### src/rtl/sync_fifo_flags.sv
// -----------------------------------------------------------------------------
// sync_fifo_flags
//   Parametrised single-clock FIFO with first-word-fall-through read data,
//   same-cycle bypass when empty, fill count, almost-full/almost-empty
//   thresholds and sticky overflow/underflow error flags.
//
// Optional build macro:
//   FIFO_WATERMARK_EN - adds the peak_count output (highest fill level seen
//                       since rst or clr_err). Undefined: port and logic absent.
//
// Ports
//   clk           in   1         clock, all state on rising edge
//   rst           in   1         synchronous, active-high reset
//   wr_en         in   1         write request
//   wr_data       in   WIDTH     write data
//   rd_en         in   1         read request (pops rd_data)
//   rd_data       out  WIDTH     head-of-FIFO data, combinational
//   full          out  1         count == DEPTH
//   empty         out  1         count == 0
//   almost_full   out  1         count >= AFULL_TH
//   almost_empty  out  1         count <= AEMPTY_TH
//   count         out  ADDR_W+1  entries stored, 0..DEPTH
//   overflow      out  1         sticky: a write was dropped
//   underflow     out  1         sticky: read from empty with nothing bypassed
//   clr_err       in   1         clears overflow/underflow at the next edge
//   peak_count    out  ADDR_W+1  (FIFO_WATERMARK_EN only) max count reached
//
// Handshake: wr_en and rd_en are request strobes with no back-pressure
// output. A write is accepted when the FIFO is not full, or when it is full
// and a read happens in the same cycle. A read pops the head when the FIFO
// is not empty; when empty, a simultaneous write is passed straight through
// to rd_data (bypass) and never lands in memory. Requests that cannot be
// honoured are dropped and recorded in the sticky error flags.
// -----------------------------------------------------------------------------
module sync_fifo_flags #(
  parameter int WIDTH     = 8,
  parameter int ADDR_W    = 4,
  parameter int AFULL_TH  = 12,
  parameter int AEMPTY_TH = 2
) (
  input  logic              clk,
  input  logic              rst,
  input  logic              wr_en,
  input  logic [WIDTH-1:0]  wr_data,
  input  logic              rd_en,
  output logic [WIDTH-1:0]  rd_data,
  output logic              full,
  output logic              empty,
  output logic              almost_full,
  output logic              almost_empty,
  output logic [ADDR_W:0]   count,
  output logic              overflow,
  output logic              underflow,
  input  logic              clr_err
`ifdef FIFO_WATERMARK_EN
  ,
  output logic [ADDR_W:0]   peak_count
`endif
);

  localparam int DEPTH = 2 ** ADDR_W;

  localparam logic [ADDR_W:0] AFULL_LV  = (ADDR_W + 1)'(AFULL_TH);
  localparam logic [ADDR_W:0] AEMPTY_LV = (ADDR_W + 1)'(AEMPTY_TH);

  // ---------------------------------------------------------------------------
  // Storage and pointers. Pointers carry one extra wrap bit so that full and
  // empty are distinguishable when the low address bits coincide.
  // ---------------------------------------------------------------------------
  logic [WIDTH-1:0]  mem [DEPTH];
  logic [ADDR_W:0]   rptr;
  logic [ADDR_W:0]   wptr;
  logic [ADDR_W:0]   rptr_nxt;
  logic [ADDR_W:0]   wptr_nxt;

  logic [ADDR_W-1:0] raddr;
  logic [ADDR_W-1:0] waddr;

  logic              bypass;
  logic              rd_ok;
  logic              wr_ok;
  logic              ovf_set;
  logic              unf_set;

  assign raddr = rptr[ADDR_W-1:0];
  assign waddr = wptr[ADDR_W-1:0];

  // ---------------------------------------------------------------------------
  // Status derived purely from the registered pointers.
  // ---------------------------------------------------------------------------
  assign empty        = (rptr == wptr);
  assign full         = (raddr == waddr) && (rptr[ADDR_W] != wptr[ADDR_W]);
  assign count        = wptr - rptr;
  assign almost_full  = (count >= AFULL_LV);
  assign almost_empty = (count <= AEMPTY_LV);

  // ---------------------------------------------------------------------------
  // Request qualification. Nothing is accepted or flagged while rst is high.
  // When full, a simultaneous read frees the slot being written: the write
  // address equals the read address, and the old head is consumed this cycle
  // from the combinational read port before the edge overwrites it.
  // ---------------------------------------------------------------------------
  always_comb begin
    bypass  = 1'b0;
    rd_ok   = 1'b0;
    wr_ok   = 1'b0;
    ovf_set = 1'b0;
    unf_set = 1'b0;
    if (!rst) begin
      bypass  = empty & rd_en & wr_en;
      rd_ok   = rd_en & ~empty;
      wr_ok   = wr_en & ~bypass & (~full | rd_en);
      ovf_set = wr_en & full & ~rd_en;
      unf_set = rd_en & empty & ~wr_en;
    end
  end

  always_comb begin
    rptr_nxt = rptr;
    wptr_nxt = wptr;
    if (rst) begin
      rptr_nxt = '0;
      wptr_nxt = '0;
    end else begin
      if (rd_ok) rptr_nxt = rptr + 1'b1;
      if (wr_ok) wptr_nxt = wptr + 1'b1;
    end
  end

  always_ff @(posedge clk) begin
    rptr <= rptr_nxt;
    wptr <= wptr_nxt;
  end

  // Memory contents are never reset; the pointers make stale words invisible.
  always_ff @(posedge clk) begin
    if (wr_ok) begin
      mem[waddr] <= wr_data;
    end
  end

  // ---------------------------------------------------------------------------
  // Read data: head of FIFO, bypassed write data when empty, otherwise zero.
  // ---------------------------------------------------------------------------
  always_comb begin
    rd_data = '0;
    if (!rst) begin
      if (!empty) begin
        rd_data = mem[raddr];
      end else if (bypass) begin
        rd_data = wr_data;
      end
    end
  end

  // ---------------------------------------------------------------------------
  // Sticky error flags. A new error event wins over clr_err in the same cycle
  // so that no event is ever lost.
  // ---------------------------------------------------------------------------
  always_ff @(posedge clk) begin
    if (rst) begin
      overflow  <= 1'b0;
      underflow <= 1'b0;
    end else begin
      if (ovf_set) begin
        overflow <= 1'b1;
      end else if (clr_err) begin
        overflow <= 1'b0;
      end
      if (unf_set) begin
        underflow <= 1'b1;
      end else if (clr_err) begin
        underflow <= 1'b0;
      end
    end
  end

`ifdef FIFO_WATERMARK_EN
  // ---------------------------------------------------------------------------
  // High-water mark. Tracks the post-edge count so the mark never lags the
  // fill level. clr_err restarts tracking from the count that results from
  // this cycle, so a level reached in the clearing cycle is not lost.
  // ---------------------------------------------------------------------------
  logic [ADDR_W:0] count_nxt;

  assign count_nxt = wptr_nxt - rptr_nxt;

  always_ff @(posedge clk) begin
    if (rst) begin
      peak_count <= '0;
    end else if (clr_err) begin
      peak_count <= count_nxt;
    end else if (count_nxt > peak_count) begin
      peak_count <= count_nxt;
    end
  end
`endif

endmodule
### config.mk
export PLATFORM = sky130hd
export DESIGN_NAME = sync_fifo_flags
export DESIGN_NICKNAME = d
export VERILOG_FILES = /design/src/rtl/sync_fifo_flags.sv
export SDC_FILE = /design/constraint.sdc
export NUM_CORES = 1
export LEC_CHECK = 0
export ABC_AREA = 0
export ABC_CLOCK_PERIOD_IN_PS = 3300
export CAP_MARGIN = 5
export CELL_PAD_IN_SITES_DETAIL_PLACEMENT = 1
export CELL_PAD_IN_SITES_GLOBAL_PLACEMENT = 1
export CORE_MARGIN = 3
export CORE_UTILIZATION = 47
export DETAILED_ROUTE_END_ITERATION = 16
export GPL_TIMING_DRIVEN = 0
export HOLD_SLACK_MARGIN = 0.15
export PLACE_DENSITY_LB_ADDON = 0.1
export SLEW_MARGIN = 5
export SYNTH_ARGS = -nofsm -noshare
export SYNTH_HDL_FRONTEND = slang
export SYNTH_SLANG_ARGS = --single-unit
### constraint.sdc
create_clock -name clk -period 3.3 [get_ports clk]
set_input_delay 0.99 -clock clk [delete_from_list [all_inputs] [get_ports clk]]
set_output_delay 0.99 -clock clk [all_outputs]
set_load 0.01 [all_outputs]
==> results of run 1 <==
## worst max-delay path: cells and delay by family, from the launching register on
| kind | cells | cell delay [ps] |
|---|---|---|
| AO/OA/AOI/OAI | 3 | 590 |
| XOR/XNOR | 1 | 160 |
| adder cells (fa/ha/maj) | 2 | 510 |
| buffers and inverters | 2 | 170 |
| flip-flops | 1 | 390 |
## flip-flops by register name, indices dropped and copies added, names as in the netlist, named ones only
| signal | count |
|---|---|
| mem | 128 |
| rptr | 5 |
| wptr | 5 |
| overflow | 1 |
| underflow | 1 |
## timing repair
item                                    4_1_cts  5_1_grt
resized for setup                            89       27
endpoints found under the setup margin       15       13
pin swaps                                     6        6
buffers inserted                              7        3
## power breakdown
group | total [mW] | internal [mW] | switching (mW) | leakage (nW)
clock | 1.91 | 1.18 | 0.727 | 0.278
combinational | 0.660 | 0.320 | 0.340 | 0.925
sequential | 2.03 | 2.01 | 0.0179 | 1.29
total | 4.59 | 3.51 | 1.09 | 2.49
## cells in the mapped netlist (2+ instances only)
library cell | count | area (µm²)
edfxtp_1 | 128 | 3840
mux4_2 | 32 | 721
mux2i_1 | 18 | 180
dfxtp_1 | 16 | 320
and3_1 | 12 | 75.1
inv_1 | 12 | 45.0
nand2_1 | 11 | 41.3
ha_1 | 9 | 113
nor2_1 | 9 | 33.8
nor2b_1 | 8 | 50.1
o221ai_1 | 7 | 61.3
a21oi_1 | 5 | 25.0
buf_2 | 5 | 25.0
o21ai_0 | 5 | 25.0
clkbuf_1 | 4 | 15.0
or3_1 | 4 | 25.0
xnor2_1 | 4 | 35.0
buf_6 | 2 | 22.5
nand3_1 | 2 | 10.0
o31ai_1 | 2 | 15.0
xor2_1 | 2 | 17.5
## per-layer routing
metal / GRT usage (%) / wire length, µm / vias up
li1: - / - / 1406
met1: 24.6 / 5310 / 1643
met2: 34.3 / 6910 / 70
met3: 4.78 / 552 / 15
met4: 6.96 / 168 / 0
met5: 0 / 0 / -
## cell type report
type                       instances  area [µm²]  area share (%)
clock inverter                    15         169            2.31
sequential                       144        4180            57.1
inverter                          12        47.5           0.649
buffer                            13         120            1.64
timing repair buffer              41         359            4.91
multi-input combinational        152        1810            24.7
clock buffer                      17         425            5.81
tap                              168         210            2.87
## cells by family (layout without fill, tap and decap cells)
kind of cell               Yosys count  in the layout  synth area share [%]
DFF                                144            144                  70.2
muxes                               50             50                  15.2
buffers and inverters               25             98                  1.96
xor gates and xnor gates             8              8                  1.54
AOI/OAI and AO/OA                   28             28                  3.52
and+or+nand+nor                     56             56                  5.36
adders and majority gates           10             10                  2.24
## final timing paths
path                            startpoint      endpoint  slack, ps  cells past startpoint
worst max-delay path               rptr[0]  almost_empty         80                      8
worst min-delay path             underflow     underflow        470                      2
worst max register to register     wptr[2]    mem[15][5]        820                      5
worst min register to register   underflow     underflow        470                      2
==> flow_summary_export.csv, run 1 <==
group,metric,value,unit
status,status,"finished clean",
worst_setup_path,cp.arrival,2230,ps
drt,dr.pass1.iters,4,
final_layout,finalNonFillerCells,562,
sta,slew_headroom,25.5,%
drt,drt-vias-per-instance,5.58,
die,die_area,0.0140,mm²
drt,drcViolationCount,0,
final_layout,design_area,0.00732,mm²
worst_setup_path,critPathLaunchType,"register",
cts,path_clk_slew,60,ps
cts,clkSinkCount,144,
worst_setup_path,critical_path.cell_chain,"ha_4 -> inv_2 -> fa_2 -> a21o_1 -> a21oi_2 -> xnor2_2 -> o2111a_1 -> buf_2",
worst_setup_path,cp.required,2310,ps
final_layout,layout-drive-gt1-share,33.2,%
die,core-area,0.0122,mm²
final_layout,layout_commonest_cell,"edfxtp_1",
place,dpl.cell_count,520,
cts,cts_buffer_depth,2,
drt,routed_wl,12900,µm
pwr,fin_total_pwr,4.59,mW
cts,cts_hold_buf,0,
pwr,p_leak,2.49,nW
synth,ys_seq_elements,144,
final_layout,num_antenna_cells,0,
sta,fin_ws,79.2,ps
cts,h-tree-depth,4,
place,place_area,0.00646,mm²
sta,setup_tns,0,ps
sta,setup_violations,0,
final_layout,mostFrequentLayoutCells,"edfxtp_1 (128), mux4_2 (32), clkbuf_16 (17), mux2i_1 (15), and3_1 (12)",
synth,synth-main-ff-cell,"edfxtp_1",
grt,grt_pass1_wl,20300,µm
sta,tightest_slew,1120,ps
sta,whs,474,ps
synth,synth_edf_count,128,
place,gp_congestion,0.712,
grt,overflow,0,
flow_run,cap_violations,0,
pwr,p_per_area,628,mW/mm²
sta,rsz0062_at_grt,"false",
cts,clk_latency,420,ps
sta,fin_crit,3220,ps
place,dp_slack,-1240,ps
die,die_w,118,µm
sta,maxSlewViolCount,0,
worst_setup_path,end_kind,"primary output",
worst_setup_path,crit_fanout,4,
sta,finClkSkew,4.95,ps
worst_setup_path,crit_slowest_cell,"dfxtp_2",
die,ios,32,
sta,timing.fmax,0.310,GHz
synth,async_flop_share,0,%
place,dp_hpwl,8380,µm
sta,timing.final.crit_share,97.6,%
grt,track_usage,19.9,%
drt,wire_per_inst,23.0,µm
synth,ys_types,45,
final_layout,final_core_util,60.2,%
final_layout,nets,404,
grt,antenna_found_initial,0,
drt,detail-route-antenna-nets,0,
cts,cts_tree,"done",
cts,cts_buffers,17,
drt,drtIter0Drc,200,
sta,hold_viol,0,
synth,ys_seq_area_share,70.2,%
worst_setup_path,cpPeakStageDelay,390,ps
pwr,vdd_drop_max,0.354,mV
final_layout,syn_to_final_growth,23.4,%
grt,grt_max_degree,18,
grt,grt_pass1_vias,3435,
synth,syn_avg_cell_area,18.5,µm²
die,die-height,118,µm
synth,synthCells,321,
place,port_buffers,31,
die,rows,40,
synth,netlist_area,0.00593,mm²
drt,num_vias,3134,
worst_setup_path,criticalPathCategory,"register to primary output",
die,start_util,48.8,%
worst_hold_path,worstHoldPathType,"register to register",
cts,cts-root-buf,"clkbuf_16",
final_layout,fill_cells,1086,
synth,yosys_warnings,0,
synth,syn_nets,344,
(Power assumes the default switching activity.)
==> run 2, diff against run 1 <==
--- a/config.mk
+++ b/config.mk
@@ -7,7 +7,7 @@
 export LEC_CHECK = 0
 export ABC_AREA = 0
 export ABC_CLOCK_PERIOD_IN_PS = 3300
-export CAP_MARGIN = 5
+export CAP_MARGIN = 25
 export CELL_PAD_IN_SITES_DETAIL_PLACEMENT = 1
 export CELL_PAD_IN_SITES_GLOBAL_PLACEMENT = 1
 export CORE_MARGIN = 3
==> run 2 against run 1 <==
Compared with the run above: sequential share of layout area down 0.059 points; final area up 0.10%; clock power about the same; register-to-register slack better by 80 ps; critical path depth unchanged; hold slack better by 0.95 ps; die area unchanged; utilization up 0.062 points; combinational power about the same; final cell count up 0.18%; setup slack better by 0.95 ps; sequential cell count unchanged; largest power group unchanged.
==> flow_summary_export.csv, run 2 (synthesis results as in run 1) <==
group,metric,value,unit
status,status,"finished clean",
worst_setup_path,critPathLaunchType,"register",
sta,maxSlewViolCount,0,
sta,rsz0062_at_grt,"false",
drt,dr.pass1.iters,4,
worst_setup_path,criticalPathCategory,"register to primary output",
pwr,fin_total_pwr,4.60,mW
grt,antenna_found_initial,0,
final_layout,fill_cells,1086,
flow_run,cap_violations,0,
cts,path_clk_slew,60,ps
final_layout,num_antenna_cells,0,
cts,h-tree-depth,4,
final_layout,multi_input_area,0.00181,mm²
cts,clkSinkCount,144,
die,die-height,118,µm
pwr,vdd_drop_max,0.354,mV
die,rows,40,
cts,cts_tree,"done",
sta,timing.final.crit_share,97.6,%
place,gp_congestion,0.712,
final_layout,reg_top3,"mem x128, rptr x5, wptr x5",
sta,hold_viol,0,
worst_setup_path,crit_slowest_cell,"dfxtp_2",
worst_setup_path,cp.arrival,2230,ps
drt,drtIter0Drc,174,
sta,finClkSkew,5.32,ps
worst_setup_path,end_kind,"primary output",
sta,setup_violations,0,
cts,clk_latency,420,ps
drt,detail-route-antenna-nets,0,
die,core-area,0.0122,mm²
die,die_area,0.0140,mm²
drt,drcViolationCount,0,
die,ios,32,
drt,met3_length,450,µm
worst_setup_path,critical_path.cell_chain,"ha_4 -> inv_2 -> fa_2 -> a21o_1 -> a21oi_2 -> xnor2_2 -> o2111a_1 -> buf_2",
drt,top_layer_used,"met4",
drt,drt-vias-per-instance,5.49,
final_layout,top_register,"mem",
worst_setup_path,timing.rr.end,"mem[4][4]",
final_layout,layout_commonest_cell,"edfxtp_1",
final_layout,register_area,0.00418,mm²
final_layout,layout-drive-gt1-share,33.4,%
grt,track_usage,19.9,%
place,dp_hpwl,8380,µm
sta,whs,475,ps
drt,routed_wl,13000,µm
drt,wire_per_inst,23.0,µm
grt,grt_pass1_vias,3435,
pwr,p_leak,2.50,nW
worst_hold_path,worstHoldPathType,"register to register",
sta,slew_headroom,34.2,%
worst_setup_path,r2r_start,"wptr[2]",
sta,fin_crit,3220,ps
worst_setup_path,cpPeakStageDelay,390,ps
worst_setup_path,r2r_slack,900,ps
final_layout,nets,405,
cts,cts_buffer_depth,2,
cts,cts_buffers,17,
grt,grt_max_degree,18,
cts,cts_hold_buf,0,
die,die_w,118,µm
worst_setup_path,crit_path_start,"rptr[0]",
worst_setup_path,r2r_cells,6,
drt,met2_length,6940,µm
sta,tightest_slew,985,ps
worst_setup_path,cp.required,2310,ps
final_layout,mostFrequentLayoutCells,"edfxtp_1 (128), mux4_2 (32), clkbuf_16 (17), mux2i_1 (15), and3_1 (12)",
place,port_buffers,31,
final_layout,syn_to_final_growth,23.5,%
drt,num_vias,3093,
die,start_util,48.8,%
worst_setup_path,crit_fanout,4,
grt,overflow,0,
drt,wl_met1,5400,µm
grt,grt_pass1_wl,20300,µm
pwr,p_per_area,627,mW/mm²
worst_setup_path,crit_path_end,"almost_empty",
cts,cts-root-buf,"clkbuf_16",
final_layout,largest_reg_flops,128,
sta,timing.fmax,0.311,GHz
-- run 2: cell types whose count changed in the layout (fill, tap and decap cells not counted) --
cell / delta
buf_4: +1
-- run 2: worst min-delay path by stage --
stage / start / to / slack (ps) / depth (start not counted)
finish: underflow / underflow / 470 / 2
global route: underflow / underflow / 510 / 2
CTS: underflow / underflow / 480 / 2
detailed placement: underflow / underflow / 470 / 2
global placement: underflow / underflow / 460 / 2
floorplan: underflow / underflow / 480 / 2
-- run 2: cell type report --
cell class	count	area share, %
Clock buffer	17	5.81
Sequential cell	144	57.1
Timing Repair Buffer	42	5.00
Inverter	12	0.649
Buffer	13	1.64
Multi-Input combinational cell	152	24.7
Clock inverter	15	2.30
Tap cell	168	2.87
-- run 2: critical path: cells and delay by family (launching register included) --
| kind | cells | cell delay, ps |
|---|---|---|
| xor gates and xnor gates | 1 | 160 |
| DFF | 1 | 390 |
| AOI/OAI and AO/OA | 3 | 590 |
| adders and majority gates | 2 | 510 |
| buffers and inverters | 2 | 170 |
-- run 2: per-stage QoR --
stage                     setup slack, ps  instances  setup TNS [ps]  instance area, µm²  util, %
after floorplan                       409        321               0                5930        -
after global placement              -1190        520          -11630                6450     53.1
after detailed placement            -1240        520          -10600                6460     53.1
after CTS                           -12.6        559           -29.7                7210     59.3
after global routing                 2.44        563               0                7330     60.3
final                                80.1        563               0                7330     60.3
-- run 2: metal layers --
metal / global-route usage, % / up-vias
met2: 34.3 / 62
li1: - / 1408
met1: 24.6 / 1607
met4: 6.96 / 0
met3: 4.78 / 16
met5: 0 / -
-- run 2: what timing repair did --
action,CTS,global route
hold endpoints to repair,0,0
endpoints found under the setup margin,15,13
setup buffers,7,3
pin swaps,6,6
gates resized for setup,89,27
-- run 2: power breakdown --
group | internal (mW) | leakage, nW | switching (mW)
Sequential | 2.01 | 1.29 | 0.0178
Combinational | 0.320 | 0.930 | 0.341
Clock | 1.18 | 0.278 | 0.729
